==> config.mk <==
export PLATFORM = sky130hd
export DESIGN_NAME = alu_cmd_ctrl
export DESIGN_NICKNAME = d
export VERILOG_FILES = /design/src/rtl/alu_cmd_ctrl.sv
export SDC_FILE = /design/constraint.sdc
export NUM_CORES = 1
export LEC_CHECK = 0
export CAP_MARGIN = 20
export CORE_MARGIN = 5
export CORE_UTILIZATION = 55
export DETAILED_ROUTE_END_ITERATION = 8
export DONT_BUFFER_PORTS = 1
export PLACE_DENSITY = 0.67
export SLEW_MARGIN = 30
export SYNTH_ARGS = -nofsm -noshare
export SYNTH_HDL_FRONTEND = slang
export SYNTH_SLANG_ARGS = --single-unit
==> constraint.sdc <==
create_clock -name clk_i -period 3.4 [get_ports clk_i]
set_input_delay 0.51 -clock clk_i [delete_from_list [all_inputs] [get_ports clk_i]]
set_output_delay 0.51 -clock clk_i [all_outputs]
set_load 0.05 [all_outputs]
==> src/rtl/alu_cmd_ctrl.sv <==
// alu_pkg: opcode set of the registered ALU driven by this controller.
// alu_cmd_ctrl: issues tagged ALU requests and returns results in order through a credit-guarded FIFO.
package alu_pkg;
    typedef enum logic [2:0] {
        ADD     = 3'd0,
        SUB     = 3'd1,
        MULT    = 3'd2,
        FUNCRL  = 3'd3,
        FUNCRR  = 3'd4,
        OP_RSV5 = 3'd5,
        OP_RSV6 = 3'd6,
        OP_RSV7 = 3'd7
    } alu_op_t;
endpackage

module alu_cmd_ctrl
    import alu_pkg::*;
#(
    parameter int DWIDTH     = 32,
    parameter int TAG_W      = 4,
    parameter int FIFO_DEPTH = 4
) (
    input  logic                          clk_i,
    input  logic                          rst_n_i,
    input  logic                          flush_i,
    input  logic                          cmd_valid_i,
    output logic                          cmd_ready_o,
    input  alu_op_t                       cmd_op_i,
    input  logic [DWIDTH-1:0]             cmd_a_i,
    input  logic [DWIDTH-1:0]             cmd_b_i,
    input  logic [TAG_W-1:0]              cmd_tag_i,
    output alu_op_t                       alu_op_o,
    output logic [DWIDTH-1:0]             alu_a_o,
    output logic [DWIDTH-1:0]             alu_b_o,
    input  logic [DWIDTH-1:0]             alu_res_i,
    output logic                          res_valid_o,
    input  logic                          res_ready_i,
    output logic [DWIDTH-1:0]             res_data_o,
    output logic [TAG_W-1:0]              res_tag_o,
    output logic [$clog2(FIFO_DEPTH):0]   res_count_o,
    output logic                          busy_o
);
    localparam int PW = $clog2(FIFO_DEPTH);
    localparam int CW = PW + 1;
    localparam logic [CW:0] DEPTH_C = (CW+1)'(FIFO_DEPTH);

    logic                 vld_p1, vld_p2;
    logic [TAG_W-1:0]     tag_p1, tag_p2;
    logic [DWIDTH-1:0]    fifo_data [FIFO_DEPTH];
    logic [TAG_W-1:0]     fifo_tag  [FIFO_DEPTH];
    logic [PW-1:0]        wr_ptr, rd_ptr;
    logic [CW-1:0]        count;
    logic [CW:0]          committed;
    logic                 accept, push, pop, nonempty;

    // Credits cover every result already owed: FIFO entries plus both pipeline slots.
    // A pop this cycle is deliberately not counted so ready never depends on res_ready_i.
    assign committed   = {1'b0, count} + {{CW{1'b0}}, vld_p1} + {{CW{1'b0}}, vld_p2};
    assign cmd_ready_o = (committed < DEPTH_C) && !flush_i;
    assign accept      = cmd_valid_i && cmd_ready_o;
    assign nonempty    = (count != '0);
    assign push        = vld_p2 && !flush_i;
    assign pop         = res_ready_i && nonempty && !flush_i;

    // ---- S1: issue onto the ALU operand/opcode inputs ----
    always_ff @(posedge clk_i or negedge rst_n_i) begin
        if (!rst_n_i) begin
            alu_op_o <= ADD;
            alu_a_o  <= '0;
            alu_b_o  <= '0;
            vld_p1   <= 1'b0;
            vld_p2   <= 1'b0;
        end else begin
            vld_p1 <= accept;
            vld_p2 <= vld_p1 && !flush_i;
            if (accept) begin
                alu_op_o <= cmd_op_i;
                alu_a_o  <= cmd_a_i;
                alu_b_o  <= cmd_b_i;
            end
        end
    end

    // ---- S2: tag follows the ALU's own result register ----
    always_ff @(posedge clk_i) begin
        if (accept) begin
            tag_p1 <= cmd_tag_i;
        end
        tag_p2 <= tag_p1;
    end

    // ---- capture: result FIFO storage ----
    always_ff @(posedge clk_i) begin
        if (push) begin
            fifo_data[wr_ptr] <= alu_res_i;
            fifo_tag[wr_ptr]  <= tag_p2;
        end
    end

    // Pointers wrap naturally because the depth is a power of two.
    always_ff @(posedge clk_i or negedge rst_n_i) begin
        if (!rst_n_i) begin
            wr_ptr <= '0;
            rd_ptr <= '0;
            count  <= '0;
        end else if (flush_i) begin
            wr_ptr <= '0;
            rd_ptr <= '0;
            count  <= '0;
        end else begin
            if (push) begin
                wr_ptr <= wr_ptr + 1'b1;
            end
            if (pop) begin
                rd_ptr <= rd_ptr + 1'b1;
            end
            count <= count + CW'(push) - CW'(pop);
        end
    end

    // ---- return: head of FIFO, forced to zero while empty ----
    assign res_valid_o = nonempty;
    assign res_data_o  = nonempty ? fifo_data[rd_ptr] : '0;
    assign res_tag_o   = nonempty ? fifo_tag[rd_ptr]  : '0;
    assign res_count_o = count;
    assign busy_o      = vld_p1 || vld_p2 || nonempty;

    // Credits must make a push into a full FIFO impossible unless the head leaves the same cycle.
    a_no_overflow : assert property (@(posedge clk_i) disable iff (!rst_n_i)
        (push && (count == CW'(FIFO_DEPTH))) |-> pop);
    a_count_bound : assert property (@(posedge clk_i) disable iff (!rst_n_i)
        count <= CW'(FIFO_DEPTH));

endmodule

==> summary.txt <==
Outcome
  – Status: complete, no violations

Setup path
  – Critical path's slowest cell: dfrtp_1
  – Worst setup SP type: register
  – WP data arrival: between 2 and 3 ns
  – R2R setup slack: 0.63 ns
  – Element type at the critical path end: output pin
  – Kind of critical path: register to output pin
  – Worst stage delay on the critical path: between 0.6 and 0.7 ns
  – RR Endpoint: tag_p1[1]$_DFFE_PP_
  – Crit path from: res_count_o[0]$_DFF_PN0_
  – WP buf/inv: 0
  – Crit path cell chain: ha_1 -> a21o_1 -> a32oi_1 -> and2_1
  – Required time worst endpoint: roughly 2.9 ns
  – Worst r2r src: res_count_o[0]$_DFF_PN0_
  – CP top delay family: flip-flops
  – Peak fanout along the critical path: 4
  – Worst-case reg-to-reg path depth: 6

Clock network
  – H-Tree Depth: 1
  – CTS max path bufs: 3
  – Latest clock arrival within the worst-skew pair: approximately 0.49 ns
  – Clock Tree Root: clkbuf_16
  – CTS Buf Count: 23
  – Post-CTS Setup Inserts: 0
  – Reg clk slew, reported paths: ~0.060 ns
  – CTS tree: yes
  – Clock sink total: 228

STA
  – Slew HR: 58.0%
  – Skew final: 0.0183 ns
  – Final min period: just over 3 ns
  – TNS Setup: 0 ns
  – Peak Freq: approximately 330 MHz
  – Worst hold margin: about 0.07 ns
  – RSZ-0062 raised after global routing: false
  – Final setup fails: 0
  – Actual slew at the worst max-slew pin: about 0.63 ns
  – Fin. Hold Viols: 0
  – Final Max Slew Viols: 0
  – Fin crit share: between 90 and 100%

Final layout
  – Most frequent cells in the layout: edfxtp_1, dfrtp_1, mux2_2
  – Most common cell after layout, fill and taps aside: edfxtp_1
  – Inserted Diodes: 0
  – Layout Nets: about 570
  – Share of cells above drive strength 1: between 30% and 40%
  – Final non-filler cell total: slightly below 700
  – Area delta synth->final: 11.8%
  – Fin util: between 60% and 70%

Global route
  – Initial antenna violation count: 0
  – GRT Total Usage: 17.8%
  – GRT overflow: 0
  – Largest net degree at the start of global routing: 77
  – First-pass GRT wire length: around 25000 um
  – Number of global-route vias before repair: 4411

Routing
  – Avg WL per Cell: ~24 um
  – Remaining antenna violation count: 0
  – 1st-iter DRT viols: between 150 and 200
  – M1 wire length: about 5900 um
  – WL final: 16200 um
  – Met3 routed WL: between 1500 and 2000 um
  – Top Layer Used: met4
  – Vias: between 3000 and 4000
  – Vias per cell: 5.68
  – # DRC: 0
  – DR pass1 iterations: 4
  – Metal2 WL: approximately 8300 um

Synth
  – Sequential share of the synthesized area: 73.7%
  – YS warnings: 0
  – Avg Inst Size Synth: slightly above 20 sq um
  – Synth unique cells: 26
  – Synthesized instance count: about 430
  – Ranking of synthesized cells by area: edfxtp_1, dfrtp_1, mux4_2
  – Net Count, Synth: between 500 and 600
  – Synth Register Bits: between 200 and 250
  – Cell taking the most area after synthesis: edfxtp_1
  – Post-synth top area share: between 50% and 60%
  – Netlist Area Pre-Place: ~0.0087 sq mm

Placement
  – Routability cong.: 0.711
  – Hpwl dp: 10500 um
  – Placed Cells: 637
  – I/O Buffers: 0

Min path
  – Hold path depth: 1
  – Hold path endpoint: rd_ptr[1]$_DFFE_PN0P_
  – Hold Startpoint: flush_i
  – Hold Path Class: input pin to register

Pwr
  – Design Power: 8.75 mW
  – PD cells: around 900 mW/mm^2
  – Peak supply drop: 530 uV
  – Leak Pwr: approximately 3.5 nW

Die
  – Die ar.: roughly 0.018 sq mm
  – Die Y: 136 um
  – I/O pins: roughly 220
  – Die X: ~140 um
  – Core box area: 0.0157 sq mm
  – Starting Density: between 50% and 60%
  – Cell Rows: between 40 and 50

Job
  – Max cap viols: 0
-- cells by family (layout without fill, tap and decap cells) --
kind of cell / count (synthesis) / in the layout / share of synthesized area (%)
AO/OA/AOI/OAI: 3 / 3 / 0.244
flip-flops: 228 / 228 / 73.7
buffers and inverters: 26 / 57 / 1.51
adder cells (fa/ha/maj): 9 / 9 / 1.38
XOR/XNOR: 4 / 4 / 0.402
AND/OR/NAND/NOR: 59 / 59 / 3.93
multiplexers: 104 / 104 / 18.9
-- worst max-delay path by stage --
stage / end / slack, ns / cells past startpoint
2_1_floorplan: res_count_o[2]$_DFF_PN0_ / 0.82 / 11
3_3_place_gp: tag_p1[1]$_DFFE_PP_ / 0.76 / 6
3_5_place_dp: tag_p1[2]$_DFFE_PP_ / 0.68 / 6
4_1_cts: busy_o / 0.29 / 3
5_1_grt: cmd_ready_o / 0.24 / 4
6_report: cmd_ready_o / 0.34 / 4
-- flip-flops by register name, indices dropped and copies added (netlist names) --
| name | cells |
|---|---|
| alu_a_o | 32 |
| alu_b_o | 32 |
| alu_op_o | 3 |
| fifo_data | 128 |
| fifo_tag | 16 |
| rd_ptr | 2 |
| res_count_o | 3 |
| tag_p1 | 4 |
| tag_p2 | 4 |
| vld_p1 | 1 |
| vld_p2 | 1 |
| wr_ptr | 2 |
-- metal layers --
metal	up-vias	global-route usage, %
li1	1675	-
met2	173	30.3
met3	18	7.70
met5	-	0
met4	0	4.70
met1	1995	20.9
-- final cells by class --
cell class,instances,area [sq um]
clock buffers,38,706
clock inverters,3,17.5
inverters,6,22.5
fillers,1135,5960
multi-input cells,179,2190
well taps,216,270
repair buffers,10,123
flip-flops and latches,228,6430
-- what timing repair did --
action,in CTS,in global routing
gates resized for setup,0,0
endpoints found under the hold margin,76,0
hold buffers,2,0
-- cell usage after synthesis, drive strengths merged --
| master | count |
|---|---|
| fa | 1 |
| a21oi | 1 |
| or3 | 2 |
| inv | 6 |
| a21o | 1 |
| xor2 | 2 |
| dfxtp | 4 |
| ha | 8 |
| and2 | 41 |
| mux4 | 36 |
| nor2 | 7 |
| mux2i | 1 |
| mux2 | 67 |
| edfxtp | 148 |
| nor2b | 4 |
| clkbuf | 5 |
| xnor2 | 2 |
| nand2 | 2 |
| nand3 | 3 |
| a32oi | 1 |
| dfrtp | 76 |
| buf | 15 |
-- power by group --
group	internal (mW)	switching, mW
registers	3.26	1.25
logic	0.644	1.23
clock network	1.41	0.959
-- per-stage QoR --
| step | instance area [sq um] | setup WS, ns |
|---|---|---|
| final | 9750 | 0.338 |
| after floorplan | 8720 | 0.818 |
| after CTS | 9750 | 0.286 |
| after global routing | 9750 | 0.240 |
| after global placement | 8990 | 0.761 |
| after detailed placement | 8990 | 0.676 |
Power figures use the tool's default switching activity.
